<file path="config.mk">
export PLATFORM = sky130hd
export DESIGN_NAME = i2s_frame_buffer_flat
export DESIGN_NICKNAME = d
export VERILOG_FILES = /design/src/rtl/i2s_frame_buffer_pkg.sv /design/src/rtl/i2s_frame_buffer_if.sv /design/src/rtl/i2s_frame_buffer_frame_fifo.sv /design/src/rtl/i2s_frame_buffer.sv /design/src/flat_wrapper.sv
export SDC_FILE = /design/constraint.sdc
export NUM_CORES = 1
export LEC_CHECK = 0
export CELL_PAD_IN_SITES_DETAIL_PLACEMENT = 1
export CELL_PAD_IN_SITES_GLOBAL_PLACEMENT = 2
export CORE_MARGIN = 8
export CORE_UTILIZATION = 40
export DETAILED_ROUTE_END_ITERATION = 10
export GPL_TIMING_DRIVEN = 0
export HOLD_SLACK_MARGIN = 0.05
export PLACE_DENSITY = 0.77
export SLEW_MARGIN = 10
export SYNTH_ARGS = -nofsm -noshare
export SYNTH_HDL_FRONTEND = slang
export SYNTH_SLANG_ARGS = --single-unit
</file>
<file path="constraint.sdc">
create_clock -name sys_clk -period 4.6 [get_ports sys_clk]
set_clock_uncertainty 0.2 [all_clocks]
set_input_delay 0.69 -clock sys_clk [delete_from_list [all_inputs] [get_ports sys_clk]]
set_output_delay 0.69 -clock sys_clk [all_outputs]
set_load 0.005 [all_outputs]
</file>
<file path="src/rtl/i2s_frame_buffer_pkg.sv">
`default_nettype none
// ============================================================================
// Module   : i2s_frame_buffer_pkg
// Purpose  : Shared constants, types and helpers for the I2S stereo frame
//            buffer (default sample width, default FIFO depth, frame width).
// Ports    : none (package)
// Revision : 1.0 - initial release
// ============================================================================
package i2s_frame_buffer_pkg;

    // Default bits per channel sample.
    localparam int c_SAMPLE_SIZE_DEFAULT = 16;

    // Default log2 of each FIFO depth in frames.
    localparam int c_DEPTH_LOG2_DEFAULT  = 3;

    // Egress action taken at a frame event.
    typedef enum logic [1:0] {
        REL_IDLE  = 2'd0,   // no frame event this cycle
        REL_FRAME = 2'd1,   // release head of egress FIFO to tx
        REL_MUTE  = 2'd2    // egress empty: mute tx and flag underrun
    } release_e;

    // A stereo frame is a left sample concatenated with a right sample.
    function automatic int frame_width(input int sample_size);
        return 2 * sample_size;
    endfunction

endpackage
`default_nettype wire

</file>
<file path="src/rtl/i2s_frame_buffer_if.sv">
`default_nettype none
// ============================================================================
// Module   : i2s_frame_buffer_if
// Purpose  : Bundles the receive, DSP-facing, transmit and status signals of
//            the I2S frame buffer.
// Modports : master - the frame buffer itself (drives out_*, in_ready, tx_*,
//                     overflow, underrun)
//            slave  - the surrounding logic (i2s_trx receive/transmit side,
//                     DSP pipeline, status consumer)
// Revision : 1.0 - initial release
// ============================================================================
interface i2s_frame_buffer_if
    import i2s_frame_buffer_pkg::*;
#(
    parameter int SAMPLE_SIZE = c_SAMPLE_SIZE_DEFAULT
);
    // Receive side from i2s_trx
    logic                   rx_valid;
    logic [SAMPLE_SIZE-1:0] rx_l;
    logic [SAMPLE_SIZE-1:0] rx_r;

    // Ingress frames to the DSP
    logic                   out_valid;
    logic                   out_ready;
    logic [SAMPLE_SIZE-1:0] out_l;
    logic [SAMPLE_SIZE-1:0] out_r;

    // Processed frames from the DSP
    logic                   in_valid;
    logic                   in_ready;
    logic [SAMPLE_SIZE-1:0] in_l;
    logic [SAMPLE_SIZE-1:0] in_r;

    // Transmit side to i2s_trx
    logic [SAMPLE_SIZE-1:0] tx_l;
    logic [SAMPLE_SIZE-1:0] tx_r;

    // Status
    logic                   overflow;
    logic                   underrun;
    logic                   clear_flags;

    modport master (
        input  rx_valid, rx_l, rx_r,
        output out_valid, out_l, out_r,
        input  out_ready,
        input  in_valid, in_l, in_r,
        output in_ready,
        output tx_l, tx_r,
        output overflow, underrun,
        input  clear_flags
    );

    modport slave (
        output rx_valid, rx_l, rx_r,
        input  out_valid, out_l, out_r,
        output out_ready,
        output in_valid, in_l, in_r,
        input  in_ready,
        input  tx_l, tx_r,
        input  overflow, underrun,
        output clear_flags
    );

endinterface
`default_nettype wire

</file>
<file path="src/rtl/i2s_frame_buffer_frame_fifo.sv">
`default_nettype none
// ============================================================================
// Module   : frame_fifo
// Purpose  : Circular frame FIFO with registered storage, no fall-through.
//            Push while full is accepted only when a pop happens in the same
//            cycle; pop while empty is ignored.
// Ports    : sys_clk   - clock, rising edge
//            reset     - asynchronous, active-high
//            push      - write push_data this cycle
//            push_data - frame to write
//            pop       - advance read pointer this cycle
//            pop_data  - head entry (valid when empty=0)
//            full      - occupancy == depth
//            empty     - occupancy == 0
// Revision : 1.0 - initial release
// ============================================================================
module frame_fifo
    import i2s_frame_buffer_pkg::*;
#(
    parameter int WIDTH      = frame_width(c_SAMPLE_SIZE_DEFAULT),
    parameter int DEPTH_LOG2 = c_DEPTH_LOG2_DEFAULT
) (
    input  wire logic             sys_clk,
    input  wire logic             reset,
    input  wire logic             push,
    input  wire logic [WIDTH-1:0] push_data,
    input  wire logic             pop,
    output logic      [WIDTH-1:0] pop_data,
    output logic                  full,
    output logic                  empty
);
    localparam int                  c_DEPTH     = 1 << DEPTH_LOG2;
    localparam logic [DEPTH_LOG2:0] c_DEPTH_CNT = (DEPTH_LOG2 + 1)'(c_DEPTH);
    localparam logic [DEPTH_LOG2:0] c_CNT_ONE   = (DEPTH_LOG2 + 1)'(1);
    localparam logic [DEPTH_LOG2-1:0] c_PTR_ONE = DEPTH_LOG2'(1);

    logic [WIDTH-1:0]      r_mem [c_DEPTH];
    logic [DEPTH_LOG2-1:0] r_wr_ptr;
    logic [DEPTH_LOG2-1:0] r_rd_ptr;
    logic [DEPTH_LOG2:0]   r_count;

    logic w_push_ok;
    logic w_pop_ok;

    assign full  = (r_count == c_DEPTH_CNT);
    assign empty = (r_count == '0);

    // A pop frees the slot in the same cycle, so a full FIFO may still push.
    assign w_pop_ok  = pop & ~empty;
    assign w_push_ok = push & (~full | w_pop_ok);

    assign pop_data = r_mem[r_rd_ptr];

    always_ff @(posedge sys_clk) begin
        if (w_push_ok) begin
            r_mem[r_wr_ptr] <= push_data;
        end
    end

    always_ff @(posedge sys_clk or posedge reset) begin
        if (reset) begin
            r_wr_ptr <= '0;
            r_rd_ptr <= '0;
            r_count  <= '0;
        end else begin
            if (w_push_ok) begin
                r_wr_ptr <= r_wr_ptr + c_PTR_ONE;
            end
            if (w_pop_ok) begin
                r_rd_ptr <= r_rd_ptr + c_PTR_ONE;
            end
            case ({w_push_ok, w_pop_ok})
                2'b10:   r_count <= r_count + c_CNT_ONE;
                2'b01:   r_count <= r_count - c_CNT_ONE;
                default: r_count <= r_count;
            endcase
        end
    end

endmodule
`default_nettype wire

</file>
<file path="src/rtl/i2s_frame_buffer.sv">
`default_nettype none
// ============================================================================
// Module   : i2s_frame_buffer
// Purpose  : Stereo frame buffer between i2s_trx and the DSP pipeline.
//            Received frames are captured once per I2S frame (rising edge of
//            rx_valid) into an ingress FIFO offered to the DSP; processed
//            frames are queued in an egress FIFO and one is released to
//            tx_l/tx_r at every frame event, muting on underrun.
// Ports    : sys_clk - sole clock, rising edge
//            reset   - asynchronous, active-high; clears all state
//            bus     - i2s_frame_buffer_if.master (rx_*, out_*, in_*, tx_*,
//                      overflow, underrun, clear_flags)
// Revision : 1.0 - initial release
// ============================================================================
module i2s_frame_buffer
    import i2s_frame_buffer_pkg::*;
#(
    parameter int SAMPLE_SIZE = c_SAMPLE_SIZE_DEFAULT,
    parameter int DEPTH_LOG2  = c_DEPTH_LOG2_DEFAULT
) (
    input wire logic         sys_clk,
    input wire logic         reset,
    i2s_frame_buffer_if.master bus
);
    localparam int c_FRAME_W = frame_width(SAMPLE_SIZE);

    logic                   r_rx_valid_q;
    logic [SAMPLE_SIZE-1:0] r_tx_l;
    logic [SAMPLE_SIZE-1:0] r_tx_r;
    logic                   r_overflow;
    logic                   r_underrun;

    logic                   w_event;
    logic                   w_ing_push;
    logic                   w_ing_pop;
    logic                   w_ing_full;
    logic                   w_ing_empty;
    logic [c_FRAME_W-1:0]   w_ing_head;
    logic                   w_ing_drop;

    logic                   w_eg_push;
    logic                   w_eg_pop;
    logic                   w_eg_full;
    logic                   w_eg_empty;
    logic [c_FRAME_W-1:0]   w_eg_head;
    release_e               w_release;

    // One event per I2S frame regardless of how long rx_valid stays high.
    assign w_event = bus.rx_valid & ~r_rx_valid_q;

    // ---------------- Ingress ----------------
    assign w_ing_pop  = bus.out_ready & ~w_ing_empty;
    assign w_ing_push = w_event & (~w_ing_full | w_ing_pop);
    // Drop the new frame (keep the oldest) only when no slot frees up.
    assign w_ing_drop = w_event & w_ing_full & ~w_ing_pop;

    frame_fifo #(
        .WIDTH      (c_FRAME_W),
        .DEPTH_LOG2 (DEPTH_LOG2)
    ) u_ingress (
        .sys_clk   (sys_clk),
        .reset     (reset),
        .push      (w_ing_push),
        .push_data ({bus.rx_l, bus.rx_r}),
        .pop       (w_ing_pop),
        .pop_data  (w_ing_head),
        .full      (w_ing_full),
        .empty     (w_ing_empty)
    );

    assign bus.out_valid = ~w_ing_empty;
    assign bus.out_l     = w_ing_head[c_FRAME_W-1:SAMPLE_SIZE];
    assign bus.out_r     = w_ing_head[SAMPLE_SIZE-1:0];

    // ---------------- Egress ----------------
    assign w_eg_push    = bus.in_valid & ~w_eg_full;
    assign bus.in_ready = ~w_eg_full;

    always_comb begin
        w_release = REL_IDLE;
        if (w_event) begin
            w_release = w_eg_empty ? REL_MUTE : REL_FRAME;
        end
    end

    assign w_eg_pop = (w_release == REL_FRAME);

    frame_fifo #(
        .WIDTH      (c_FRAME_W),
        .DEPTH_LOG2 (DEPTH_LOG2)
    ) u_egress (
        .sys_clk   (sys_clk),
        .reset     (reset),
        .push      (w_eg_push),
        .push_data ({bus.in_l, bus.in_r}),
        .pop       (w_eg_pop),
        .pop_data  (w_eg_head),
        .full      (w_eg_full),
        .empty     (w_eg_empty)
    );

    // ---------------- Edge detect, tx registers, sticky flags ----------------
    always_ff @(posedge sys_clk or posedge reset) begin
        if (reset) begin
            r_rx_valid_q <= 1'b0;
            r_tx_l       <= '0;
            r_tx_r       <= '0;
            r_overflow   <= 1'b0;
            r_underrun   <= 1'b0;
        end else begin
            r_rx_valid_q <= bus.rx_valid;

            case (w_release)
                REL_FRAME: begin
                    r_tx_l <= w_eg_head[c_FRAME_W-1:SAMPLE_SIZE];
                    r_tx_r <= w_eg_head[SAMPLE_SIZE-1:0];
                end
                REL_MUTE: begin
                    r_tx_l <= '0;
                    r_tx_r <= '0;
                end
                default: begin
                    r_tx_l <= r_tx_l;
                    r_tx_r <= r_tx_r;
                end
            endcase

            // Setting wins over a simultaneous clear.
            if (w_ing_drop) begin
                r_overflow <= 1'b1;
            end else if (bus.clear_flags) begin
                r_overflow <= 1'b0;
            end

            if (w_release == REL_MUTE) begin
                r_underrun <= 1'b1;
            end else if (bus.clear_flags) begin
                r_underrun <= 1'b0;
            end
        end
    end

    assign bus.tx_l     = r_tx_l;
    assign bus.tx_r     = r_tx_r;
    assign bus.overflow = r_overflow;
    assign bus.underrun = r_underrun;

endmodule
`default_nettype wire
</file>
<file path="src/flat_wrapper.sv">
// flat-port wrapper written by rule: the top's interface ports become plain ports
module i2s_frame_buffer_flat import i2s_frame_buffer_pkg::*;
#(
    parameter int SAMPLE_SIZE = c_SAMPLE_SIZE_DEFAULT,
    parameter int DEPTH_LOG2  = c_DEPTH_LOG2_DEFAULT
)
  (sys_clk, reset, bus_rx_valid, bus_rx_l, bus_rx_r, bus_out_valid, bus_out_l, bus_out_r, bus_out_ready, bus_in_valid, bus_in_l, bus_in_r, bus_in_ready, bus_tx_l, bus_tx_r, bus_overflow, bus_underrun, bus_clear_flags);
  i2s_frame_buffer_if #(.SAMPLE_SIZE(SAMPLE_SIZE)) bus_i ();
  input wire logic sys_clk;
  input wire logic reset;
  input wire logic [$bits(bus_i.rx_valid)-1:0] bus_rx_valid;
  input wire logic [$bits(bus_i.rx_l)-1:0] bus_rx_l;
  input wire logic [$bits(bus_i.rx_r)-1:0] bus_rx_r;
  output wire logic [$bits(bus_i.out_valid)-1:0] bus_out_valid;
  output wire logic [$bits(bus_i.out_l)-1:0] bus_out_l;
  output wire logic [$bits(bus_i.out_r)-1:0] bus_out_r;
  input wire logic [$bits(bus_i.out_ready)-1:0] bus_out_ready;
  input wire logic [$bits(bus_i.in_valid)-1:0] bus_in_valid;
  input wire logic [$bits(bus_i.in_l)-1:0] bus_in_l;
  input wire logic [$bits(bus_i.in_r)-1:0] bus_in_r;
  output wire logic [$bits(bus_i.in_ready)-1:0] bus_in_ready;
  output wire logic [$bits(bus_i.tx_l)-1:0] bus_tx_l;
  output wire logic [$bits(bus_i.tx_r)-1:0] bus_tx_r;
  output wire logic [$bits(bus_i.overflow)-1:0] bus_overflow;
  output wire logic [$bits(bus_i.underrun)-1:0] bus_underrun;
  input wire logic [$bits(bus_i.clear_flags)-1:0] bus_clear_flags;
  assign bus_i.rx_valid = bus_rx_valid;
  assign bus_i.rx_l = bus_rx_l;
  assign bus_i.rx_r = bus_rx_r;
  assign bus_out_valid = bus_i.out_valid;
  assign bus_out_l = bus_i.out_l;
  assign bus_out_r = bus_i.out_r;
  assign bus_i.out_ready = bus_out_ready;
  assign bus_i.in_valid = bus_in_valid;
  assign bus_i.in_l = bus_in_l;
  assign bus_i.in_r = bus_in_r;
  assign bus_in_ready = bus_i.in_ready;
  assign bus_tx_l = bus_i.tx_l;
  assign bus_tx_r = bus_i.tx_r;
  assign bus_overflow = bus_i.overflow;
  assign bus_underrun = bus_i.underrun;
  assign bus_i.clear_flags = bus_clear_flags;
  i2s_frame_buffer #(.SAMPLE_SIZE(SAMPLE_SIZE), .DEPTH_LOG2(DEPTH_LOG2)) u_core (.sys_clk(sys_clk), .reset(reset), .bus(bus_i));
endmodule
</file>
==> results.py <==
metrics = {
    "clock_tree": {
        "cts_buffer_depth": 3,
        "clock_latency_ns": 0.62,
        "cts.clk_slew.worst_paths_ns": 0.06,
        "postCtsHoldBufs": 0,
        "root_buffer": "clkbuf_16",
        "cts_tree": "built",
        "htreeDepth": 2,
        "cts_buffers": 57,
        "cts_setup_buffers": 0,
        "ctsResizeCount": 0,
        "cts_sinks": 567,
    },
    "synth": {
        "syn_avg_cell_area_sq_um": 20.76,
        "netlist_instances": 1045,
        "yosysUniqueCellTypes": 32,
        "synthArstFlopShare_pct": 9.700,
        "synth_top_flop_cell": "edfxtp_1",
        "synth_area_leaders": "edfxtp_1, mux4_2, dfrtp_1, mux2_2, o31ai_1",
        "synth-edff-count": 512,
        "synthTopCellsByCount": "edfxtp_1, mux2_2, mux4_2, dfrtp_1, nor2_1",
        "syn_nets": 1125,
        "synth.most_common_cell": "edfxtp_1",
        "synth.cell_area_sq_um": 21690,
        "yosysWarnings": 0,
        "synth_largest_area_cell": "edfxtp_1",
        "ys_ff_latch": 567,
        "ys_seq_area_share_pct": 77.23,
        "synth_top_area_share_pct": 70.89,
    },
    "power": {
        "swShare_pct": 28.55,
        "ir_drop_v": 0.0004689,
        "leakagePower_nw": 8.709,
        "power.clock.fraction_pct": 28.9,
        "p_per_area_nw_per_um2": 616.8,
        "p_seq_share_pct": 41.2,
        "power.switching_w": 0.004652,
        "internal_power_w": 0.01164,
        "comb_power_share_pct": 29.9,
    },
    "die": {
        "std_cell_rows": 85,
        "ios": 138,
        "die-area_sq_um": 61930,
        "coreArea_sq_um": 53710,
        "start_util_pct": 40.38,
        "die_width_um": 248.9,
        "die_h_um": 248.9,
    },
    "drt": {
        "vias": 10720,
        "detail-route-antenna-nets": 0,
        "wl_per_cell_um": 25.19,
        "via_per_inst": 5.337,
        "drtIter0Drc": 688,
        "drc": 0,
        "drtPass1Iterations": 5,
        "drt_wl_total_mm": 50.60,
    },
    "cells_and_area": {
        "syn_to_final_growth_pct": 21.78,
        "fillerInstances": 4825,
        "final_area_sq_um": 26410,
        "final_net_count": 1350,
        "drive_gt1_share_pct": 27.44,
    },
    "grt": {
        "grt_first_pass_wirelength_mm": 76.03,
        "track_usage_pct": 16.15,
        "grt_max_degree": 38,
        "overflow": 0,
        "grt_pass1_vias": 11900,
        "antenna_found_initial": 6,
    },
    "worst_setup_path": {
        "cp_data_required_time_ns": 3.71,
        "critPathKind": "reg2out",
        "r2r_start": "u_core.r_rx_valid_q$_DFF_PP0_",
        "end_kind": "output pin",
        "cp_max_fo": 10,
        "worst-r2r-cell-count": 8,
        "startpoint": "u_core.u_ingress.r_rd_ptr[1]$_DFFE_PP0P_",
        "worstSetupStartpointType": "register",
        "cp.arrival_ns": 3.14,
    },
    "sta": {
        "finalSetupViolCount": 0,
        "hold-worst-slack_ns": 0.1911,
        "post-route-period-util_pct": 87.51,
        "final_hold_viol_count": 0,
        "finalCriticalPeriod_ns": 4.026,
        "tightest_slew_ns": 0.8373,
        "fmax_ghz": 0.2484,
        "slew_headroom_pct": 44.18,
        "rsz0062_at_grt": "false",
        "slew_violations": 0,
    },
    "worst_hold_path": {
        "min_path_type": "in2async",
    },
    "placement": {
        "routabilityCongestion": 0.7186,
        "place_area_sq_um": 24510,
        "hpwl_mm": 32.68,
        "port_buffers": 137,
    },
    "status": {
        "outcome": "finished clean",
    },
    "job": {
        "maxCapViolCount": 0,
    },
}
==> registers in the layout, indices dropped and copies added, names as in the netlist <==
name                       cells
u_core.u_egress.r_rd_ptr       3
u_core.bus.tx_l               16
u_core.bus.overflow            1
u_core.u_egress.r_count        4
u_core.u_egress.r_mem        256
u_core.u_ingress.r_mem       256
u_core.bus.tx_r               16
u_core.u_egress.r_wr_ptr       3
u_core.u_ingress.r_wr_ptr      3
u_core.u_ingress.r_count       4
u_core.bus.underrun            1
u_core.r_rx_valid_q            1
u_core.u_ingress.r_rd_ptr      3
==> worst max-delay path, stage by stage, from the launching register on <==
cell,delay (ns)
dfrtp_1,0.41
buf_2,0.29
clkbuf_1,0.61
mux4_2,0.42
mux2_2,0.33
clkdlybuf4s50_1,0.47
==> power by group through the flow <==
| stage | clock (W) | sequential [W] | combinational (W) |
|---|---|---|---|
| after floorplan | 0 | 0.00672 | 0.00287 |
| after global placement | 0 | 0.00683 | 0.00471 |
| after detailed placement | 0 | 0.00682 | 0.00498 |
| after CTS | 0.00482 | 0.00673 | 0.00501 |
| after global routing | 0.00498 | 0.00679 | 0.00525 |
| final | 0.00470 | 0.00672 | 0.00487 |
==> final timing paths <==
check                      slack, ns                                 endpoint
hold / removal                  0.19          u_core.bus.tx_r[14]$_DFFE_PP0P_
setup reg to reg                1.13  u_core.u_ingress.r_mem[1][19]$_DFFE_PP_
min in group sys_clk            0.28           u_core.bus.tx_l[1]$_DFFE_PP0P_
hold reg to reg                 0.28           u_core.bus.tx_l[1]$_DFFE_PP0P_
max in group asynchronous       3.46           u_core.bus.tx_l[9]$_DFFE_PP0P_
setup / recovery                0.57                             bus_out_r[0]
==> per-stage QoR <==
stage / setup TNS [ns] / total power, W / utilization [%] / std cells / setup WS [ns]
floorplan: 0 / 0.009596 / - / 1045 / 0.2771
global placement: -648.29 / 0.01154 / 44.56 / 1878 / -2.986
detailed placement: 0 / 0.01180 / 45.64 / 1907 / 0.2463
CTS: 0 / 0.01656 / 49.17 / 2008 / 0.5029
global route: 0 / 0.01702 / 49.18 / 2009 / 0.4549
finish: 0 / 0.01629 / 49.18 / 2009 / 0.5743
==> cells in the final DEF (no fill, tap or decap), types with 30 or more instances in the layout <==
cell,count
edfxtp_1,512
clkdlybuf4s50_1,137
mux2_2,99
mux4_2,96
clkbuf_16,57
dfrtp_1,55
nand2_1,46
nor2_1,35
o22ai_1,35
o31ai_1,31
clkbuf_1,30
==> layout make-up <==
class	instances	area, sq um	share of cell area [%]
clock inverter	26	315.3	1.194
timing repair buffer	166	1838	6.959
sequential	567	16750	63.42
antenna	1	2.502	0.009474
multi-input combinational	419	4711	17.84
tap	696	870.8	3.297
buffer	51	307.8	1.165
inverter	8	32.53	0.1232
clock buffer	75	1584	5.997
==> metal layers <==
| layer | global-route usage [%] | share of wire [%] | vias to the layer above |
|---|---|---|---|
| met5 | 0 | 0.12 | - |
| met4 | 4.862 | 2.4 | 10 |
| met3 | 3.630 | 5.0 | 95 |
| met2 | 28.58 | 52 | 248 |
| met1 | 19.58 | 41 | 5674 |
| li1 | - | - | 4696 |
==> cells by family (layout without fill, tap and decap cells) <==
family / Yosys count / count (layout) / synth area share (%)
flops: 567 / 567 / 77.23
mux: 196 / 196 / 15.15
simple gates: 120 / 120 / 2.388
compound gates: 76 / 76 / 2.406
buf+inv: 59 / 326 / 1.558
xor+xnor: 17 / 17 / 0.6865
fa+ha+maj: 10 / 10 / 0.5769
other cells: 0 / 1 / 0
Power figures use the tool's default switching activity.
